--- config.mk ---
export PLATFORM = sky130hd
export DESIGN_NAME = alu_seq
export DESIGN_NICKNAME = d
export VERILOG_FILES = /design/src/rtl/alu_seq.sv
export SDC_FILE = /design/constraint.sdc
export NUM_CORES = 1
export LEC_CHECK = 0
export ABC_AREA = 1
export BUFFER_PORTS_ARGS = -buffer_cell sky130_fd_sc_hd__buf_2
export CAP_MARGIN = 20
export CORE_AREA = 4 4 143 145
export CTS_CLUSTER_DIAMETER = 40
export DETAILED_ROUTE_END_ITERATION = 10
export DIE_AREA = 0 0 147 149
export PLACE_DENSITY = 0.77
export SETUP_SLACK_MARGIN = 0.1
export SLEW_MARGIN = 15
export SYNTH_ARGS = -nofsm -noshare
export SYNTH_HDL_FRONTEND = slang
export SYNTH_SLANG_ARGS = --single-unit
export TNS_END_PERCENT = 30
--- constraint.sdc ---
create_clock -name clk -period 3.2 [get_ports clk]
set_input_delay 0.32 -clock clk [delete_from_list [all_inputs] [get_ports clk]]
set_output_delay 0.32 -clock clk [all_outputs]
set_load 0.05 [all_outputs]
--- src/rtl/alu_seq.sv ---
// Handshaked ALU: single-cycle arithmetic/logic ops plus iterative MUL/DIVU, with
// registered C/Z/N/V flags that persist between ops and feed ADC/SBB.
module alu_seq #(
  parameter int WIDTH = 16,
  parameter int OPW   = 4
) (
  input  logic             clk,
  input  logic             rst_n,
  input  logic             in_valid,
  output logic             in_ready,
  input  logic [OPW-1:0]   op,
  input  logic [WIDTH-1:0] a,
  input  logic [WIDTH-1:0] b,
  output logic             out_valid,
  input  logic             out_ready,
  output logic [WIDTH-1:0] result,
  output logic [WIDTH-1:0] result_hi,
  output logic             flag_c,
  output logic             flag_z,
  output logic             flag_n,
  output logic             flag_v
);

  localparam int CW = (WIDTH > 1) ? $clog2(WIDTH) : 1;

  localparam logic [1:0] ST_IDLE = 2'd0;
  localparam logic [1:0] ST_BUSY = 2'd1;
  localparam logic [1:0] ST_DONE = 2'd2;

  localparam logic [OPW-1:0] OP_ADD  = 4'd0;
  localparam logic [OPW-1:0] OP_SUB  = 4'd1;
  localparam logic [OPW-1:0] OP_SHR  = 4'd2;
  localparam logic [OPW-1:0] OP_SHL  = 4'd3;
  localparam logic [OPW-1:0] OP_AND  = 4'd4;
  localparam logic [OPW-1:0] OP_OR   = 4'd5;
  localparam logic [OPW-1:0] OP_NOT  = 4'd6;
  localparam logic [OPW-1:0] OP_XOR  = 4'd7;
  localparam logic [OPW-1:0] OP_ADC  = 4'd8;
  localparam logic [OPW-1:0] OP_SBB  = 4'd9;
  localparam logic [OPW-1:0] OP_MUL  = 4'd10;
  localparam logic [OPW-1:0] OP_DIVU = 4'd11;

  logic [1:0]       state_r;
  logic [OPW-1:0]   op_r;
  logic [WIDTH-1:0] a_r;
  logic [WIDTH-1:0] b_r;
  logic [WIDTH-1:0] hi_r;
  logic [WIDTH-1:0] lo_r;
  logic [CW-1:0]    cnt_r;

  logic             accept_s;
  logic             multi_s;
  logic             cin_s;
  logic [WIDTH:0]   sum_s;
  logic [WIDTH:0]   diff_s;
  logic [WIDTH-1:0] alu_res_s;
  logic             alu_c_s;
  logic             alu_v_s;
  logic             alu_keep_s;

  logic [WIDTH:0]   mul_add_s;
  logic [WIDTH:0]   div_shl_s;
  logic [WIDTH-1:0] div_sub_s;
  logic             div_ge_s;
  logic [WIDTH-1:0] hi_nx_s;
  logic [WIDTH-1:0] lo_nx_s;
  logic             last_s;
  logic [WIDTH-1:0] fin_res_s;
  logic [WIDTH-1:0] fin_hi_s;
  logic             fin_c_s;
  logic             fin_v_s;

  assign in_ready = (state_r == ST_IDLE) | ((state_r == ST_DONE) & out_ready);
  assign accept_s = in_valid & in_ready;
  assign multi_s  = (op == OP_MUL) | (op == OP_DIVU);

  // Carry/borrow-in is the flag left by the last completed op; only ADC/SBB consume it.
  assign cin_s  = flag_c & ((op == OP_ADC) | (op == OP_SBB));
  assign sum_s  = {1'b0, a} + {1'b0, b} + {{WIDTH{1'b0}}, cin_s};
  assign diff_s = {1'b0, a} - {1'b0, b} - {{WIDTH{1'b0}}, cin_s};

  // Single-cycle datapath: result and C/V for every op resolved at accept.
  always_comb begin
    alu_res_s  = {WIDTH{1'b0}};
    alu_c_s    = 1'b0;
    alu_v_s    = 1'b0;
    alu_keep_s = 1'b0;
    case (op)
      OP_ADD, OP_ADC: begin
        alu_res_s = sum_s[WIDTH-1:0];
        alu_c_s   = sum_s[WIDTH];
        alu_v_s   = (a[WIDTH-1] == b[WIDTH-1]) & (sum_s[WIDTH-1] != a[WIDTH-1]);
      end
      OP_SUB, OP_SBB: begin
        alu_res_s = diff_s[WIDTH-1:0];
        alu_c_s   = diff_s[WIDTH];
        alu_v_s   = (a[WIDTH-1] != b[WIDTH-1]) & (diff_s[WIDTH-1] != a[WIDTH-1]);
      end
      OP_SHR: begin
        alu_res_s = {1'b0, a[WIDTH-1:1]};
        alu_c_s   = a[0];
      end
      OP_SHL: begin
        alu_res_s = {a[WIDTH-2:0], 1'b0};
        alu_c_s   = a[WIDTH-1];
      end
      OP_AND:  alu_res_s = a & b;
      OP_OR:   alu_res_s = a | b;
      OP_NOT:  alu_res_s = ~a;
      OP_XOR:  alu_res_s = a ^ b;
      OP_MUL, OP_DIVU: alu_res_s = {WIDTH{1'b0}};
      default: alu_keep_s = 1'b1;
    endcase
  end

  // MUL: shift-add with the multiplier in lo_r; DIVU: restoring divide, quotient shifts into lo_r.
  assign mul_add_s = {1'b0, hi_r} + ({(WIDTH+1){lo_r[0]}} & {1'b0, b_r});
  assign div_shl_s = {hi_r, lo_r[WIDTH-1]};
  assign div_ge_s  = div_shl_s >= {1'b0, b_r};
  assign div_sub_s = div_shl_s[WIDTH-1:0] - b_r;
  assign last_s    = (cnt_r == CW'(WIDTH - 1));

  // One iteration step of the multi-cycle ops.
  always_comb begin
    hi_nx_s = hi_r;
    lo_nx_s = lo_r;
    if (op_r == OP_MUL) begin
      hi_nx_s = mul_add_s[WIDTH:1];
      lo_nx_s = {mul_add_s[0], lo_r[WIDTH-1:1]};
    end else if (div_ge_s) begin
      hi_nx_s = div_sub_s;
      lo_nx_s = {lo_r[WIDTH-2:0], 1'b1};
    end else begin
      hi_nx_s = div_shl_s[WIDTH-1:0];
      lo_nx_s = {lo_r[WIDTH-2:0], 1'b0};
    end
  end

  // Final result/flags of a multi-cycle op; divide-by-zero overrides the iterated values.
  always_comb begin
    fin_res_s = lo_nx_s;
    fin_hi_s  = hi_nx_s;
    fin_c_s   = 1'b0;
    fin_v_s   = 1'b0;
    if (op_r == OP_MUL) begin
      fin_c_s = |hi_nx_s;
    end else if (b_r == {WIDTH{1'b0}}) begin
      fin_res_s = {WIDTH{1'b1}};
      fin_hi_s  = a_r;
      fin_v_s   = 1'b1;
    end else begin
      fin_c_s = 1'b0;
    end
  end

  // Control FSM, operand capture, iteration registers and registered outputs/flags.
  always_ff @(posedge clk or negedge rst_n) begin
    if (!rst_n) begin
      state_r   <= ST_IDLE;
      op_r      <= {OPW{1'b0}};
      a_r       <= {WIDTH{1'b0}};
      b_r       <= {WIDTH{1'b0}};
      hi_r      <= {WIDTH{1'b0}};
      lo_r      <= {WIDTH{1'b0}};
      cnt_r     <= {CW{1'b0}};
      out_valid <= 1'b0;
      result    <= {WIDTH{1'b0}};
      result_hi <= {WIDTH{1'b0}};
      flag_c    <= 1'b0;
      flag_z    <= 1'b0;
      flag_n    <= 1'b0;
      flag_v    <= 1'b0;
    end else if (accept_s) begin
      if (multi_s) begin
        state_r   <= ST_BUSY;
        out_valid <= 1'b0;
        op_r      <= op;
        a_r       <= a;
        b_r       <= b;
        hi_r      <= {WIDTH{1'b0}};
        lo_r      <= a;
        cnt_r     <= {CW{1'b0}};
      end else begin
        state_r   <= ST_DONE;
        out_valid <= 1'b1;
        result    <= alu_res_s;
        result_hi <= {WIDTH{1'b0}};
        flag_z    <= (alu_res_s == {WIDTH{1'b0}});
        // Reserved codes only force Z; C/N/V keep their previous values.
        flag_c    <= alu_keep_s ? flag_c : alu_c_s;
        flag_n    <= alu_keep_s ? flag_n : alu_res_s[WIDTH-1];
        flag_v    <= alu_keep_s ? flag_v : alu_v_s;
      end
    end else begin
      case (state_r)
        ST_IDLE: begin
          out_valid <= 1'b0;
        end
        ST_BUSY: begin
          hi_r  <= hi_nx_s;
          lo_r  <= lo_nx_s;
          cnt_r <= cnt_r + CW'(1);
          if (last_s) begin
            state_r   <= ST_DONE;
            out_valid <= 1'b1;
            result    <= fin_res_s;
            result_hi <= fin_hi_s;
            flag_c    <= fin_c_s;
            flag_z    <= (fin_res_s == {WIDTH{1'b0}});
            flag_n    <= fin_res_s[WIDTH-1];
            flag_v    <= fin_v_s;
          end
        end
        ST_DONE: begin
          if (out_ready) begin
            state_r   <= ST_IDLE;
            out_valid <= 1'b0;
          end
        end
        default: begin
          state_r   <= ST_IDLE;
          out_valid <= 1'b0;
        end
      endcase
    end
  end

endmodule

Word level (Yosys, flattened, before mapping):

Cells that the tools add are included.

* bits in registers: 111
* input bits: 40
* output and inout bits: 38
* logic and storage cells: 137

* add/sub/neg operators: 7
* magnitude comparators: 1
* equal/unequal tests: 25
* multiplexer cells: 60
* bitwise logic cells: 13
* reduce and logical (&&, ||, !) cells: 17

Operators by type and width (count)
* $mux W16: 21
* $pmux W16 S8: 1
* $logic_not A16 Y1: 3
* $mux W1: 27
* $eq A4 B4 Y1 const B: 6
* $add A16 B16 Y17: 1
* $add A16 B17 Y17: 1
* $add A17 B1 Y17: 1
* $and A17 B16 Y17: 1
* $ge A17 B16 Y1: 1
* $sub A16 B16 Y17: 1
* $sub A17 B1 Y17: 1
* $and A16 B16 Y16: 1
* $eq A4 B3 Y1 const B: 4
* $not A16 Y16: 1
* $or A16 B16 Y16: 1
* $reduce_or A16 Y1: 1
* $sub A16 B16 Y16: 1
* $xor A16 B16 Y16: 1
* $mux W4: 3
* $reduce_or A12 Y1: 1
* $eq A4 B2 Y1 const B: 2
* $mux W2: 4
* $ne A2 B2 Y1 const B: 3
* other kinds (20): 35

Longest topological paths before layout:

* depth in word-level cells: 10
* gate-level depth with buffers: 24
* depth with buffers taken out: 24

Worst setup path after synthesis:

OpenSTA, ideal clock, no wires.

* kind: register -> register
* start point: reg flag_c
* end point: reg flag_z
* setup time: 77 ps
* data arrival time: 2825 ps
* data required time: 3123 ps
* path slack: 297 ps
* stages on the path, launching flop included: 16
* buffers on the path: 0
* clock period less this slack: 2903 ps
* cell sequence: dfrtp_1 > nand3_1 > fa_1 > fa_1 > nor2_1 > o21bai_2 > nand3_1 > nand2_1 > or2_1 > nand3_1 > nand3_1 > a21oi_1 > nand3_1 > nor2_1 > nand2_1 > a21oi_1

* longest elaborated chain between the ends: 6
* elaborated cells between the ends (all ways): 7
* classes of those cells: 2 x add/sub; 3 x mux; 1 x bitwise; 1 x reduce/logical

RTL lines
* start: declaration: line 18 `output logic flag_c,`
* start signal: assignment: line 190 `flag_c <= alu_keep_s ? flag_c : alu_c_s;`
* start signal: assignment: line 208 `flag_c <= fin_c_s;`
* $and A1 B1 Y1 *: line 78 `assign cin_s = flag_c & ((op == OP_ADC) | (op == OP_SBB));`
* $sub A17 B1 Y17 or $add A17 B1 Y17 (tied branches): line 80, 79
* $pmux W16 S8 *: line 88 `case (op)`
* $logic_not A16 Y1 *: line 188 `flag_z <= (alu_res_s == {WIDTH{1'b0}});`
* $mux W1 *: line 174 `if (multi_s) begin`
* $mux W1 *: line 173 `end else if (accept_s) begin`
* end signal: assignment: line 188
* end signal: assignment: line 209 `flag_z <= (fin_res_s == {WIDTH{1'b0}});`
* end: declaration: line 19 `output logic flag_z,`

Mark *: on every way between the ends. The rest lies on a longest branch, timed or not. The select of a mux whose other input is x is not followed.
A chain may end at the register's enable or synchronous reset.

Worst setup path in the final report:

* start point: reg lo_r[0]
* end point: reg flag_c

* longest elaborated chain between the ends: 8

RTL lines
* start: declaration: line 48 `logic [WIDTH-1:0] lo_r;`
* start signal: assignment: line 164 `lo_r <= {WIDTH{1'b0}};`
* start signal: assignment: line 201 `lo_r <= lo_nx_s;`
* $and A17 B16 Y17: line 117 `assign mul_add_s = {1'b0, hi_r} + ({(WIDTH+1){lo_r[0]}} & {1'b0, b_r});`
* $add A16 B17 Y17: line 117
* $mux W16: line 127 `if (op_r == OP_MUL) begin`
* $reduce_or A16 Y1: line 146 `fin_c_s = |hi_nx_s;`
* $mux W1: line 145 `if (op_r == OP_MUL) begin`
* $mux W1: line 203 `if (last_s) begin`
* $mux W1: line 195 `case (state_r)`
* $mux W1: line 173

Every way passes these cells. The select of a mux whose other input is x is not followed.

==> reports/qor.json <==
{
  "power_and_ir_drop": {
    "powerDensity_nw_per_um2": 935.7,
    "static-leakage-power_uw": 0.006326,
    "peakVddDrop_mv": 0.3761
  },
  "synthesis": {
    "synth.cell_area_um2": 10470,
    "yosys_register_bits": 111,
    "synth_nets": 1726,
    "synthesis.yosys.warnings": 0,
    "netlist.area_leader.share_pct": 26.52,
    "most_numerous_cell_in_the_yosys_netlist": "nand2_1",
    "async_reset_ff_share_pct": 100.0,
    "mapped_avg_cell_area_um2": 6.608,
    "synth_area_leaders": "dfrtp_1 27%, nand2_1 15%, ha_1 11%, inv_1 8.2%, o21ai_0 6.0%",
    "synthTopCellsByCount": "424 x nand2_1, 230 x inv_1, 125 x o21ai_0, 120 x nor2_1, 113 x nand3_1",
    "sequential_element_share_of_the_synthesized_area_pct": 26.52,
    "yosys.area.top_type": "dfrtp_1",
    "synthesis.instances": 1585,
    "synth_enable_flop_cells": 0,
    "synthFlopType": "dfrtp_1",
    "synth_cell_types": 56
  },
  "run": {
    "max_cap_viol_count": 0
  },
  "critical_path": {
    "regToRegEndpoint": "flag_c$_DFFE_PN0P_",
    "timing.critical_path.required_ns": 3.43,
    "critical_path.max_fanout": 7,
    "timing.rr.start": "lo_r[0]$_DFFE_PN0P_",
    "arrival_ns": 3.13,
    "worst_setup_path_end_kind": "flip-flop",
    "r2r_setup_slack_ns": 0.30,
    "critPathLaunchType": "flip-flop",
    "type_of_the_worst_setup_path": "flip-flop to flip-flop",
    "timing.reg2reg.worst_path_depth": 18
  },
  "die": {
    "initial_core_utilization_pct": 54.53,
    "fp.dieH_um": 149,
    "fp-row-count": 51,
    "design.core.area_um2": 19210,
    "design.die.area_um2": 21900,
    "die_w_um": 147,
    "design.portCount": 78
  },
  "cts": {
    "ctsRootBufferMaster": "clkbuf_16",
    "clk_latency_ns": 0.35,
    "cts.clk_slew.worst_paths_ns": 0.08,
    "tritoncts_clock_tree": "built",
    "cts-buffers-inserted": 9,
    "cts_hold_buf": 0,
    "cts_max_path_buffers": 2,
    "clock_sink_total": 111,
    "cts_max_level": 3
  },
  "finish": {
    "design.final.nets": 1824,
    "nFillCells": 1913,
    "finish.utilization_pct": 60.97,
    "insertedDiodeCount": 0,
    "post_route_cells_drive_above_1_share_pct": 12.26,
    "seq_area_um2": 2781,
    "multi_input_comb_area_um2": 6616,
    "area_added_between_synthesis_and_finish_pct": 11.80,
    "postLayoutCellArea_um2": 11710
  },
  "global_route": {
    "global_route_wire_length_before_repair_um": 58590,
    "grt_max_degree": 54,
    "grt_usage_pct": 33.99,
    "vias_in_the_first_global_route": 10866,
    "antenna_found_initial": 0,
    "globalRoute.totalOverflow": 0
  },
  "sta": {
    "final-setup-viol-count": 0,
    "timing.final.crit_period_ns": 2.899,
    "drv_slew": 0,
    "setup_repair_after_global_routing_missed_its_margin": "yes",
    "tightest_slew_ns": 0.7386,
    "maxSlewHeadroom_pct": 50.76,
    "worst_hold_check_slack_ns": 0.007518,
    "max_freq_ghz": 0.3449,
    "finalClockSkew_ns": 0.01263,
    "finalHoldViolations": 0,
    "setup-tns-final_ns": 0,
    "final.period_utilization_pct": 90.60
  },
  "routing": {
    "totalWireLength_um": 37730,
    "drt-initial-drc-count": 846,
    "first_pass_iters": 6,
    "postRouteAntennaNets": 0,
    "routed-via-count": 11306,
    "vias_per_cell": 5.789,
    "route.detailed.drc": 0,
    "wire_length_per_cell_after_detailed_routing_um": 19.32
  },
  "outcome": {
    "outcome": "complete, no violations"
  },
  "place": {
    "gp_routability_congestion": 0.9918,
    "portBuffers": 77,
    "postPlaceCellArea_um2": 11370,
    "dp_hpwl_um": 30670
  },
  "hold_path": {
    "hold_path.class": "primary input to async pin"
  }
}
==> where the power goes <==
group | leakage [µW] | total [µW] | internal, µW | switching (µW)
Combinational | 0.00481 | 7410 | 2270 | 5150
Sequential | 0.00138 | 2440 | 1990 | 457
Clock | 0.000139 | 1100 | 549 | 555
==> placed cells by master (no fill, tap or decap), types with 4 or more instances in the layout <==
cell type	Yosys	routed
a21oi_2	2	4
buf_2	15	76
o21ai_1	2	4
o22ai_1	40	40
a31oi_1	6	6
inv_2	7	7
dfrtp_1	111	108
a221oi_1	4	4
o21bai_1	7	7
nand2_1	424	421
xnor2_1	5	5
nor2_1	120	116
nand3_2	11	12
o211ai_1	20	20
or2_2	5	5
xor2_1	7	7
nor3_1	23	21
a21oi_1	94	92
nor2_2	5	8
o21ai_0	125	123
fa_1	6	5
a22o_1	5	5
nand3_1	113	112
clkbuf_16	0	9
buf_4	4	54
nand4_1	14	14
nand3b_1	7	7
nand2_2	8	11
a21o_1	6	6
o221ai_1	6	6
inv_1	230	230
ha_1	95	95
==> worst max path at each step <==
stage | startpoint | endpoint | slack (ns) | cells past startpoint
finish | lo_r[0]$_DFFE_PN0P_ | flag_c$_DFFE_PN0P_ | 0.30 | 18
global route | flag_c$_DFFE_PN0P_ | flag_z$_DFFE_PN0P_ | 0.08 | 17
CTS | flag_c$_DFFE_PN0P_ | flag_z$_DFFE_PN0P_ | 0.22 | 15
detailed placement | op[3] | flag_z$_DFFE_PN0P_ | -0.003 | 21
global placement | op[2] | flag_z$_DFFE_PN0P_ | 0.04 | 17
floorplan | flag_c$_DFFE_PN0P_ | flag_z$_DFFE_PN0P_ | 0.30 | 15
==> sequential cells by signal, summed over array words and instances (netlist names) <==
| name | flops |
|---|---|
| a_r | 16 |
| b_r | 16 |
| cnt_r | 4 |
| flag_c | 1 |
| flag_n | 1 |
| flag_v | 1 |
| flag_z | 1 |
| hi_r | 16 |
| lo_r | 16 |
| op_r | 4 |
| out_valid | 1 |
| result | 16 |
| result_hi | 16 |
| state_r | 2 |
==> area by class of cell <==
| cell class | instances | share of cell area (%) |
|---|---|---|
| Sequential cell | 111 | 23.75 |
| Clock buffer | 11 | 1.987 |
| Multi-Input combinational cell | 1192 | 56.50 |
| Tap cell | 265 | 2.831 |
| Inverter | 238 | 7.629 |
| Timing Repair Buffer | 131 | 6.881 |
| Clock inverter | 5 | 0.4167 |
==> cells by family (layout without fill, tap and decap cells) <==
group	count (synthesis)	count (layout)	synth area share [%]
flip-flops	111	111	26.52
AO/OA/AOI/OAI	333	333	18.46
buffers and inverters	282	385	10.82
XOR/XNOR	12	12	1.003
adder cells (fa/ha/maj)	101	101	12.50
AND/OR/NAND/NOR	746	746	30.70
==> critical path, cell delays in order (launching register included) <==
cell and delay, ns:
dfrtp_2 0.45, buf_4 0.18, nand2_1 0.07, inv_1 0.05, ha_1 0.34, nand2_1 0.15
inv_1 0.08, a21oi_1 0.25, nand2_2 0.16, a21oi_2 0.16, inv_1 0.05, nand2_1 0.05
nand3_1 0.16, nand2_1 0.15, nand2_1 0.06, nor2_1 0.09, nand2_1 0.07, o21bai_1 0.19
a21oi_1 0.09
==> metrics by stage <==
stage	cells	setup WS, ns	power (µW)
after floorplan	1585	0.2972	7617
after global placement	1936	0.03842	9633
after detailed placement	1936	-0.002783	9696
after CTS	1952	0.2234	10820
after global routing	1953	0.08459	11810
final	1953	0.3008	10960
==> per-layer routing <==
layer / vias to the layer above / GRT usage (%) / part of all wire, %
met5: - / 0 / 0
met4: 0 / 17.19 / 5.8
met3: 119 / 4.679 / 6.6
met2: 482 / 59.00 / 48
met1: 5285 / 41.51 / 39
li1: 5420 / - / -
==> repair_timing <==
action | in CTS | in global routing
buffers inserted | 0 | 1
gates resized for setup | 0 | 19
endpoints found under the setup margin | 0 | 7
Power figures use the tool's default switching activity.
